**src/rtl/traffic_countdown_scan.sv**
```systemverilog
`default_nettype none
// ============================================================================
// Module      : traffic_countdown_scan
// Description : RED->GREEN->YELLOW phase sequencer with a two-digit BCD
//               countdown, time-multiplexed onto one digit bus for a
//               seven-segment decoder.
// Revision    : 1.0 - initial release
// ============================================================================
module traffic_countdown_scan #(
    parameter int CLK_FREQ   = 125_000_000,
    parameter int TICK_HZ    = 1,
    parameter int SCAN_FREQ  = 1000,
    parameter int RED_SEC    = 30,
    parameter int GREEN_SEC  = 25,
    parameter int YELLOW_SEC = 5
) (
    input  logic       clk,
    input  logic       reset,
    input  logic       enable,
    output logic       light_red,
    output logic       light_yellow,
    output logic       light_green,
    output logic [3:0] bcd_tens,
    output logic [3:0] bcd_ones,
    output logic [3:0] bcd_scan,
    output logic [1:0] digit_sel,
    output logic       phase_done
);

    localparam int c_PRESCALE = CLK_FREQ / TICK_HZ;
    localparam int c_SCAN_DIV = CLK_FREQ / (2 * SCAN_FREQ);
    localparam int c_PRE_W    = (c_PRESCALE > 1) ? $clog2(c_PRESCALE) : 1;
    localparam int c_SCAN_W   = (c_SCAN_DIV > 1) ? $clog2(c_SCAN_DIV) : 1;

    localparam logic [c_PRE_W-1:0]  c_PRE_LAST  = c_PRE_W'(c_PRESCALE - 1);
    localparam logic [c_SCAN_W-1:0] c_SCAN_LAST = c_SCAN_W'(c_SCAN_DIV - 1);

    localparam logic [3:0] c_RED_TENS    = 4'(RED_SEC / 10);
    localparam logic [3:0] c_RED_ONES    = 4'(RED_SEC % 10);
    localparam logic [3:0] c_GREEN_TENS  = 4'(GREEN_SEC / 10);
    localparam logic [3:0] c_GREEN_ONES  = 4'(GREEN_SEC % 10);
    localparam logic [3:0] c_YELLOW_TENS = 4'(YELLOW_SEC / 10);
    localparam logic [3:0] c_YELLOW_ONES = 4'(YELLOW_SEC % 10);

    localparam logic [1:0] c_ST_RED    = 2'd0;
    localparam logic [1:0] c_ST_GREEN  = 2'd1;
    localparam logic [1:0] c_ST_YELLOW = 2'd2;

    localparam logic [1:0] c_SEL_ONES = 2'b01;
    localparam logic [1:0] c_SEL_TENS = 2'b10;

    generate
        if (RED_SEC < 1 || RED_SEC > 99 || GREEN_SEC < 1 || GREEN_SEC > 99 ||
            YELLOW_SEC < 1 || YELLOW_SEC > 99) begin : g_bad_sec
            $error("traffic_countdown_scan: phase durations must be 1..99");
        end
        if ((CLK_FREQ % TICK_HZ) != 0 || (CLK_FREQ % (2 * SCAN_FREQ)) != 0) begin : g_bad_div
            $error("traffic_countdown_scan: CLK_FREQ not divisible by TICK_HZ or 2*SCAN_FREQ");
        end
    endgenerate

    logic [c_PRE_W-1:0]  r_pre_cnt;
    logic [c_SCAN_W-1:0] r_scan_cnt;
    logic [1:0]          r_state;
    logic                r_red;
    logic                r_yellow;
    logic                r_green;
    logic [3:0]          r_tens;
    logic [3:0]          r_ones;
    logic                r_phase_done;
    logic [1:0]          r_digit_sel;
    logic [3:0]          r_bcd_scan;

    logic w_tick;
    logic w_scan_toggle;
    logic w_last_second;

    assign w_tick        = enable && (r_pre_cnt == c_PRE_LAST);
    assign w_scan_toggle = (r_scan_cnt == c_SCAN_LAST);
    assign w_last_second = (r_tens == 4'd0) && (r_ones == 4'd1);

    // Prescaler holds its value while disabled so the next tick is not restarted
    always_ff @(posedge clk or posedge reset) begin
        if (reset) begin
            r_pre_cnt <= '0;
        end else if (enable) begin
            if (w_tick) begin
                r_pre_cnt <= '0;
            end else begin
                r_pre_cnt <= r_pre_cnt + 1'b1;
            end
        end
    end

    always_ff @(posedge clk or posedge reset) begin
        if (reset) begin
            r_state      <= c_ST_RED;
            r_red        <= 1'b1;
            r_yellow     <= 1'b0;
            r_green      <= 1'b0;
            r_tens       <= c_RED_TENS;
            r_ones       <= c_RED_ONES;
            r_phase_done <= 1'b0;
        end else begin
            r_phase_done <= 1'b0;
            if (w_tick) begin
                if (w_last_second) begin
                    // Phase ends on the 01 tick so 00 is never displayed
                    r_phase_done <= 1'b1;
                    case (r_state)
                        c_ST_RED: begin
                            r_state  <= c_ST_GREEN;
                            r_red    <= 1'b0;
                            r_yellow <= 1'b0;
                            r_green  <= 1'b1;
                            r_tens   <= c_GREEN_TENS;
                            r_ones   <= c_GREEN_ONES;
                        end
                        c_ST_GREEN: begin
                            r_state  <= c_ST_YELLOW;
                            r_red    <= 1'b0;
                            r_yellow <= 1'b1;
                            r_green  <= 1'b0;
                            r_tens   <= c_YELLOW_TENS;
                            r_ones   <= c_YELLOW_ONES;
                        end
                        default: begin
                            r_state  <= c_ST_RED;
                            r_red    <= 1'b1;
                            r_yellow <= 1'b0;
                            r_green  <= 1'b0;
                            r_tens   <= c_RED_TENS;
                            r_ones   <= c_RED_ONES;
                        end
                    endcase
                end else if (r_ones == 4'd0) begin
                    r_ones <= 4'd9;
                    r_tens <= r_tens - 4'd1;
                end else begin
                    r_ones <= r_ones - 4'd1;
                end
            end
        end
    end

    always_ff @(posedge clk or posedge reset) begin
        if (reset) begin
            r_scan_cnt  <= '0;
            r_digit_sel <= c_SEL_ONES;
        end else if (w_scan_toggle) begin
            r_scan_cnt  <= '0;
            r_digit_sel <= (r_digit_sel == c_SEL_ONES) ? c_SEL_TENS : c_SEL_ONES;
        end else begin
            r_scan_cnt <= r_scan_cnt + 1'b1;
        end
    end

    // Invalid code 4'hF blanks a leading zero in the downstream decoder
    always_ff @(posedge clk or posedge reset) begin
        if (reset) begin
            r_bcd_scan <= c_RED_ONES;
        end else if (r_digit_sel == c_SEL_TENS) begin
            r_bcd_scan <= (r_tens == 4'd0) ? 4'hF : r_tens;
        end else begin
            r_bcd_scan <= r_ones;
        end
    end

    assign light_red    = r_red;
    assign light_yellow = r_yellow;
    assign light_green  = r_green;
    assign bcd_tens     = r_tens;
    assign bcd_ones     = r_ones;
    assign bcd_scan     = r_bcd_scan;
    assign digit_sel    = r_digit_sel;
    assign phase_done   = r_phase_done;

endmodule
`default_nettype wire

```
**config.mk**
```make
export PLATFORM = sky130hd
export DESIGN_NAME = traffic_countdown_scan
export DESIGN_NICKNAME = d
export VERILOG_FILES = /design/src/rtl/traffic_countdown_scan.sv
export SDC_FILE = /design/constraint.sdc
export NUM_CORES = 1
export LEC_CHECK = 0
export ABC_AREA = 0
export CELL_PAD_IN_SITES_DETAIL_PLACEMENT = 0
export CELL_PAD_IN_SITES_GLOBAL_PLACEMENT = 1
export CORE_ASPECT_RATIO = 2
export CORE_UTILIZATION = 33
export CTS_CLUSTER_DIAMETER = 100
export DETAILED_ROUTE_END_ITERATION = 12
export GPL_TIMING_DRIVEN = 0
export PLACE_DENSITY_LB_ADDON = 0.1
export SKIP_LAST_GASP = 1
export SYNTH_ARGS = -nofsm -noshare
export SYNTH_HDL_FRONTEND = slang
export SYNTH_SLANG_ARGS = --single-unit
```
**constraint.sdc**
```tcl
create_clock -name clk -period 3.73 [get_ports clk]
set_clock_uncertainty 0.15 [all_clocks]
set_input_delay 0.9325 -clock clk [delete_from_list [all_inputs] [get_ports clk]]
set_output_delay 0.9325 -clock clk [all_outputs]
set_load 0.05 [all_outputs]
```
==> key figures, run 1 <==
Timing
  – RSZ-0062 raised after global routing: no
  – Post-route minimum period: 2770 ps
  – Worst rel slew slack: 55.7%
  – Max-slew violation count: 0
  – Final setup fails: 0
  – Worst Max-Slew Pin Slew: 656 ps
  – Fin crit share: 74.2%
  – Max Fclk: 361 MHz
  – Final worst setup slack: 963 ps
  – Hold Violations, Final: 0

Critical path
  – Crit end category: primary output
  – Crit Path Max Fanout: 9
  – Max incr delay on CP: 860 ps
  – CP Launch Type: flip-flop
  – Critical path class: reg2out
  – Worst path bufs/invs: 1
  – Critical Path RT: 2650 ps
  – WP data arrival: 1680 ps
  – Slowest cell on crit path: clkdlybuf4s50_1
  – Cells along the critical path: clkdlybuf4s50_1
  – Largest delay share family, worst path: buffers and inverters

Floorplanning
  – Die Y: 139 microns
  – Starting Density: 34.3%
  – Ports: 21
  – Row cnt: 49
  – Die Footprint: 9840 sq um
  – Die W: 70.7 microns
  – Core footprint: 9070 sq um

Placement
  – Pre-CTS setup slack: 895 ps
  – IO buf count: 19
  – # placed instances: 428
  – Hpwl dp: 5610 microns
  – Placed cell areas: 3450 sq um
  – RePlAce Congestion: 0.788

Clocking
  – Post-CTS Hold Buffers: 0
  – CTS clock-pin slew for the worst setup and hold paths: 50 ps
  – H-tree depth: 3
  – Setup Fix Bufs, Post-CTS: 0
  – CTS Buf Count: 9
  – Root buffer cell: clkbuf_16
  – # clock sinks: 61
  – Clk_lat worst skew: 330 ps
  – CTS tree: yes
  – # resized after CTS: 0
  – Clk buf depth: 2

Detailed routing
  – DR vias/cell: 5.49
  – Routed WL: 7550 microns
  – Vias: 2438
  – Drt pass-1 iters: 9
  – DRC Markers: 4
  – Routed len/inst: 17.0 microns
  – DRT iter0 DRCs: 117
  – Routed Antenna Nets: 0

Logic synthesis
  – Yosys synthesis warning count: 0
  – Top_reg_cell synth: dfrtp_1
  – Post-synthesis net count: 312
  – Post-synth EDFFs: 0
  – Synth unique cells: 53
  – Post-Synthesis Cells: 306
  – Synth Register Bits: 61
  – Avg Inst Size Synth: 10.2 sq um
  – Asr flop ratio synth: 100%
  – Mapped Area: 3110 sq um
  – Seq/Total Area, Yosys: 49.2%

Power
  – Peak VDD IR: 225 uV
  – Power density over the cells: 427 nW/um^2
  – Overall power: 1.59 mW
  – Pleak: 1.51 nW

Global route
  – GRT Total Usage: 17.3%
  – Pin count of the biggest net entering global routing: 34
  – Grt met1 use: 17.8%
  – Met3 global-route usage: 4.20%
  – GRT overflow: 0
  – First-pass GRT wire length: 12900 microns
  – Most used routing layer: met2
  – Vias in the first global route: 2487
  – Met2 Resource Use GR: 31.8%
  – Initial antenna violation count: 0

Flow run
  – Maxcap violations: 0

Cells and area
  – Layout cells sized above 1: 12.0%
  – Commonest non-fill, non-tap cells in the layout: 57 x dfrtp_1, 21 x nor2_1, 19 x clkdlybuf4s50_1
  – Non-Filler Instances: 444
  – Area Overhead vs Synth: 19.3%
  – Commonest non-fill, non-tap cell in the layout: dfrtp_1
  – # diodes: 0
  – Post-layout net count: 343
  – Post-route cell area: 3710 sq um

Outcome
  – Status: finished, violations left
  – Failing checks: DRC

Worst hold path
  – Worst Hold Class: reg2reg
[where the power goes]
group,internal (mW),switching (mW),total (mW)
Clock,0.466,0.282,0.748
Combinational,0.0400,0.0694,0.109
Sequential,0.691,0.0377,0.728
[flip-flops by register name, summed over array words and instances, names as in the netlist]
name and count:
digit_sel 2, bcd_scan 4, r_state 1, light_red 1, phase_done 1, r_pre_cnt 27
bcd_tens 4, r_scan_cnt 16, light_green 1, bcd_ones 4
[routing by layer]
metal  share of wire (%)  up-vias  wire length, microns
li1                    -     1182                     -
met1                  38     1210                  2870
met2                  57       32                  4300
met3                 2.1       14                   156
met4                 3.0        0                   230
met5                   0        -                     0
[cell families (layout without fill, tap and decap cells)]
family | count (synthesis) | count (layout) | synth area share [%]
buf+inv | 24 | 60 | 3.30
simple gates | 139 | 139 | 26.8
xor+xnor | 28 | 28 | 7.88
fa+ha+maj | 3 | 3 | 1.21
compound gates | 42 | 42 | 8.45
flops | 61 | 61 | 49.2
mux | 9 | 9 | 3.10
[cell usage after synthesis, drive strengths merged (7+ instances only)]
library cell	number	share of area, %
nor3	16	2.7
or4	7	1.8
nand2	18	2.2
xnor2	18	5.1
a21oi	15	2.5
xor2	10	2.8
o21ai	12	1.9
nand4	16	3.9
inv	13	1.6
or3	9	2.1
nand3	17	2.7
and4	7	2.0
dfrtp	57	46
nor2	21	2.5
[stage by stage]
stage          setup TNS (ps)  hold slack [ps]  util [%]
2_1_floorplan               0              287         -
3_3_place_gp            -5600              303      37.8
3_5_place_dp                0              321      38.0
4_1_cts                     0              329      40.9
5_1_grt                     0              343      40.9
6_report                    0              329      40.9
[path summary, 6_finish.rpt]
path                                      startpoint                  endpoint  slack [ps]  cells after the start
setup reg to reg           r_pre_cnt[19]$_DFFE_PP0P_   bcd_ones[2]$_DFFE_PP0P_        1150                      5
setup / recovery             bcd_ones[1]$_DFFE_PP0P_               bcd_ones[1]         960                      1
max in group asynchronous                      reset  digit_sel[0]$_DFFE_PP1N_        1880                      3
hold / removal              r_scan_cnt[15]$_DFF_PP0_  r_scan_cnt[15]$_DFF_PP0_         330                      1
hold reg to reg             r_scan_cnt[15]$_DFF_PP0_  r_scan_cnt[15]$_DFF_PP0_         330                      1
min in group asynchronous                      reset     bcd_scan[2]$_DFF_PP0_         880                      2
[final cells by class]
class / instances / area (sq um)
multi-input cells: 221 / 1480
inverters: 13 / 48.8
clock inverters: 2 / 10.0
fillers: 918 / 5360
repair buffers: 20 / 210
well taps: 102 / 128
plain buffers: 11 / 53.8
flip-flops and latches: 61 / 1530
clock buffers: 14 / 254
Note: power is estimated with default switching activity, not from simulation.
==> run 2: changes to the inputs <==
==> constraint.sdc (replaced) <==
create_clock -name clk -period 2.5 [get_ports clk]
set_clock_uncertainty 0.15 [all_clocks]
set_input_delay 0.625 -clock clk [delete_from_list [all_inputs] [get_ports clk]]
set_output_delay 0.625 -clock clk [all_outputs]
set_load 0.05 [all_outputs]
==> key figures, run 2 (synthesis gave the netlist of run 1 again) <==
Critical path
  – Max incr delay on CP: 810 ps
  – Cells along the critical path: clkdlybuf4s50_1
  – Critical path class: reg2out
  – Slowest cell on crit path: clkdlybuf4s50_1
  – Worst path bufs/invs: 1
  – Critical Path RT: 1730 ps
  – Crit end category: primary output
  – WP data arrival: 1680 ps
  – Crit Path Max Fanout: 4
  – CP Launch Type: flip-flop
  – Largest delay share family, worst path: buffers and inverters

Detailed routing
  – Routed Antenna Nets: 0
  – Routed len/inst: 17.0 microns
  – Vias: 2438
  – Drt pass-1 iters: 9
  – DR vias/cell: 5.49
  – DRT iter0 DRCs: 122
  – DRC Markers: 4
  – Routed WL: 7570 microns

Floorplanning
  – Starting Density: 34.3%
  – Core footprint: 9070 sq um
  – Die Footprint: 9840 sq um
  – Row cnt: 49
  – Ports: 21
  – Die W: 70.7 microns
  – Die Y: 139 microns

Clocking
  – Post-CTS Hold Buffers: 0
  – CTS clock-pin slew for the worst setup and hold paths: 50 ps
  – H-tree depth: 3
  – Clk_lat worst skew: 330 ps
  – CTS Buf Count: 9
  – CTS tree: yes
  – # clock sinks: 61
  – Root buffer cell: clkbuf_16
  – Setup Fix Bufs, Post-CTS: 0
  – Clk buf depth: 2

Placement
  – Pre-CTS setup slack: -76.1 ps
  – RePlAce Congestion: 0.788
  – Hpwl dp: 5610 microns
  – Placed cell areas: 3450 sq um
  – IO buf count: 19
  – # placed instances: 428

Power
  – Power density over the cells: 634 nW/um^2
  – Peak VDD IR: 336 uV
  – Pleak: 1.53 nW

Timing
  – Post-route minimum period: 2460 ps
  – Fin crit share: 98.3%
  – Worst rel slew slack: 55.4%
  – Final worst setup slack: 43.5 ps
  – RSZ-0062 raised after global routing: no
  – Max-slew violation count: 0
  – Max Fclk: 407 MHz
  – Worst Max-Slew Pin Slew: 668 ps
  – Final setup fails: 0
  – Hold Violations, Final: 0

Global route
  – GRT overflow: 0
  – Initial antenna violation count: 0
  – GRT Total Usage: 17.3%
  – Vias in the first global route: 2492
  – Pin count of the biggest net entering global routing: 34
  – First-pass GRT wire length: 12900 microns

Cells and area
  – Flip-flop count of the largest register after layout: 27
  – Largest regs: r_pre_cnt: 27 flops, r_scan_cnt: 16 flops
  – Commonest non-fill, non-tap cells in the layout: 55 x dfrtp_1, 21 x nor2_1, 18 x nand2_1, 18 x xnor2_1, 18 x clkdlybuf4s50_1
  – Non-Filler Instances: 444
  – Area Overhead vs Synth: 20.2%
  – Post-route cell area: 3740 sq um
  – Layout cells sized above 1: 14.0%
  – Post-layout net count: 343
  – Largest Register: r_pre_cnt
  – Filler cells: 917
  – # diodes: 0
  – Commonest non-fill, non-tap cell in the layout: dfrtp_1

Worst hold path
  – Worst Hold Class: reg2reg

Outcome
  – Status: finished, violations left
  – Failing checks: DRC

Flow run
  – Maxcap violations: 0
-- run 2: cell count changes in the layout (fill, tap and decap cells not counted), sizes merged --
cell,before,now
clkdlybuf4s50,19,18
dlymetal6s2s,0,1
-- run 2: what timing repair did --
action | CTS | global route
resized for setup | 3 | 5
pin swaps | 0 | 0
endpoints found under the setup margin | 14 | 6
endpoints found under the hold margin | 0 | 0
-- run 2: final timing paths --
path                                      startpoint  cells past startpoint                        to  slack (ps)
min reg2reg                 r_scan_cnt[15]$_DFF_PP0_                      1  r_scan_cnt[15]$_DFF_PP0_         330
max reg2reg                r_pre_cnt[18]$_DFFE_PP0P_                      5  r_pre_cnt[8]$_DFFE_PP0P_         100
min in group asynchronous                      reset                      2     bcd_scan[2]$_DFF_PP0_         570
max in group asynchronous                      reset                      3  digit_sel[0]$_DFFE_PP1N_         960
max                          bcd_tens[0]$_DFFE_PP1P_                      1               bcd_tens[0]          40
min                         r_scan_cnt[15]$_DFF_PP0_                      1  r_scan_cnt[15]$_DFF_PP0_         330
-- run 2: per-stage QoR --
step	utilization, %	power, mW	hold WS [ps]	TNS, ps
final	41.2	2.37	329	0
after global routing	41.2	2.49	343	0
after CTS	41.1	2.41	329	0
after detailed placement	38.0	1.27	321	-571
after global placement	37.8	1.26	303	-60420
after floorplan	-	1.21	287	0
-- run 2: cell type report --
type / instances / area, sq um / area share (%)
well taps: 102 / 128 / 3.41
clock buffers: 14 / 254 / 6.79
multi-input cells: 221 / 1500 / 40.1
inverters: 13 / 48.8 / 1.30
repair buffers: 20 / 213 / 5.69
clock inverters: 2 / 10.0 / 0.268
plain buffers: 11 / 53.8 / 1.44
flip-flops and latches: 61 / 1530 / 41.0
-- run 2: layer usage --
metal | vias up | track usage, % | share of wire, %
li1 | 1180 | - | -
met1 | 1214 | 17.8 | 38
met2 | 30 | 31.7 | 57
met3 | 14 | 4.20 | 2.1
met4 | 0 | 8.84 | 3.0
met5 | - | 0 | 0
-- run 2: worst reg2reg max path, stage by stage (launching register included) --
cell and delay [ps]:
dfrtp_1 460, or4_1 560, or3_4 370, nor3_2 320, buf_2 320, nor2_1 90
-- run 2: where the power goes --
| part | leakage [nW] | total, mW | internal, mW | switching, mW |
|---|---|---|---|---|
| Clock | 0.131 | 1.11 | 0.695 | 0.420 |
| Sequential | 0.775 | 1.09 | 1.03 | 0.0575 |
| Combinational | 0.621 | 0.166 | 0.0612 | 0.105 |
==> run 3: changes to the inputs <==
--- a/config.mk
+++ b/config.mk
@@ -9,7 +9,7 @@
 export CELL_PAD_IN_SITES_DETAIL_PLACEMENT = 0
 export CELL_PAD_IN_SITES_GLOBAL_PLACEMENT = 1
 export CORE_ASPECT_RATIO = 2
-export CORE_UTILIZATION = 33
+export CORE_UTILIZATION = 42
 export CTS_CLUSTER_DIAMETER = 100
 export DETAILED_ROUTE_END_ITERATION = 12
 export GPL_TIMING_DRIVEN = 0
==> key figures, run 3 (synthesis gave the netlist of run 1 again) <==
Power
  – Peak VDD IR: 391 uV
  – Overall power: 2.59 mW
  – Power density over the cells: 684 nW/um^2
  – Pleak: 1.54 nW

Cells and area
  – Filler cells: 675
  – # diodes: 0
  – Commonest non-fill, non-tap cell in the layout: dfrtp_1
  – Sequential Area: 1530 sq um
  – Area Overhead vs Synth: 21.9%
  – Layout cells sized above 1: 14.9%
  – Largest regs: r_pre_cnt: 27 flops, r_scan_cnt: 16 flops
  – Commonest non-fill, non-tap cells in the layout: 55 x dfrtp_1, 21 x nor2_1, 18 x nand2_1, 18 x xnor2_1, 18 x clkdlybuf4s50_1
  – Largest Register: r_pre_cnt
  – Area of the multi-input gates: 1500 sq um
  – Flip-flop count of the largest register after layout: 27
  – Post-layout net count: 343

Detailed routing
  – Routed len/inst: 16.1 microns
  – DRC Markers: 0
  – Routed Antenna Nets: 0
  – DRT iter0 DRCs: 124
  – Routed WL: 7000 microns
  – Vias: 2440
  – DR vias/cell: 5.62
  – Drt pass-1 iters: 4

Critical path
  – Worst R2R End: r_pre_cnt[24]$_DFFE_PP0P_
  – Cells along the critical path: clkdlybuf4s50_1
  – Worst R2R Path Depth: 5
  – Worst path bufs/invs: 1
  – Critical path class: reg2out
  – WP data arrival: 1670 ps
  – CP Launch Type: flip-flop
  – Largest delay share family, worst path: buffers and inverters
  – Critical R2R Launch: r_pre_cnt[0]$_DFFE_PP0P_
  – Slowest cell on crit path: clkdlybuf4s50_1
  – Crit end category: primary output
  – Critical Path RT: 1730 ps
  – Max incr delay on CP: 800 ps
  – Register-to-register setup slack: 120 ps
  – Crit Path Max Fanout: 4

Outcome
  – Status: finished, final reports clean

Clocking
  – Clk buf depth: 2
  – CTS clock-pin slew for the worst setup and hold paths: 50 ps
  – # clock sinks: 61
  – H-tree depth: 3
  – CTS Buf Count: 9
  – Root buffer cell: clkbuf_16
  – CTS tree: yes
  – Post-CTS Hold Buffers: 0
  – Clk_lat worst skew: 330 ps

Timing
  – Fin crit share: 97.8%
  – Final setup fails: 0
  – RSZ-0062 raised after global routing: no
  – Max Fclk: 409 MHz
  – Post-route minimum period: 2450 ps
  – Hold Violations, Final: 0
  – Final setup TNS: 0 ps
  – Max-slew violation count: 0
  – Worst Max-Slew Pin Slew: 634 ps
  – Worst rel slew slack: 57.3%

Placement
  – RePlAce Congestion: 0.813
  – Hpwl dp: 5210 microns
  – IO buf count: 19

Global route
  – First-pass GRT wire length: 12000 microns
  – Vias in the first global route: 2470
  – GRT Total Usage: 20.5%
  – Grt met1 use: 20.7%
  – GRT overflow: 0
  – Most used routing layer: met2
  – Pin count of the biggest net entering global routing: 42
  – Met2 Resource Use GR: 38.5%
  – Initial antenna violation count: 0
  – Met3 global-route usage: 4.67%

Floorplanning
  – Die Y: 124 microns
  – Core footprint: 7210 sq um
  – Row cnt: 44
  – Starting Density: 43.1%
  – Die Footprint: 7770 sq um
  – Ports: 21
  – Die W: 62.9 microns

Flow run
  – Maxcap violations: 0

Worst hold path
  – Worst Hold Class: reg2reg
  – Hold Crit Endpoint: r_scan_cnt[15]$_DFF_PP0_
  – Worst Hold Launch: r_scan_cnt[15]$_DFF_PP0_
  – Hold path depth: 1
[run 3: report_power, final]
part	internal, mW	leakage (nW)	switching, mW
Clock	0.922	0.163	0.418
Combinational	0.0620	0.599	0.104
Sequential	1.03	0.775	0.0538
[run 3: area by class of cell]
cell class | count | area share, %
Clock buffer | 12 | 6.77
Clock inverter | 4 | 1.85
Tap cell | 92 | 3.04
Buffer | 11 | 1.49
Timing Repair Buffer | 20 | 5.61
Sequential cell | 61 | 40.5
Multi-Input combinational cell | 221 | 39.5
Inverter | 13 | 1.29
[run 3: routing by layer]
metal  up-vias  wire length (microns)
met5         -                      0
met4         0                    194
met3        13                    203
met2        41                   3970
met1      1202                   2630
li1       1184                      -
[run 3: timing repair]
action,4_1_cts,5_1_grt
pin swaps,0,0
cloned,0,0
endpoints found under the setup margin,14,7
setup buffers,0,0
gates resized for setup,3,6
[run 3: worst max-delay path by stage]
stage	from	to	slack, ps	cells after the start
6_report	digit_sel[0]$_DFFE_PP1N_	digit_sel[0]	50	1
4_1_cts	r_pre_cnt[0]$_DFFE_PP0P_	r_pre_cnt[24]$_DFFE_PP0P_	6	5
3_5_place_dp	enable	r_pre_cnt[24]$_DFFE_PP0P_	-100	5
2_1_floorplan	enable	r_pre_cnt[22]$_DFFE_PP0P_	160	6
5_1_grt	bcd_ones[1]$_DFFE_PP0P_	bcd_ones[1]	5	1
3_3_place_gp	reset	r_pre_cnt[23]$_DFFE_PP0P_	-970	2
[run 3: per-stage QoR]
stage                     hold slack, ps  utilization [%]  std cells  worst slack (ps)  cell area [sq um]
after floorplan                      287                -        306               164               3110
after global placement               328             47.4        417              -970               3420
after detailed placement             332             47.6        418             -97.3               3440
after CTS                            339             52.3        434              6.14               3770
after global routing                 349             52.6        434              4.96               3790
final                                332             52.6        434              54.2               3790
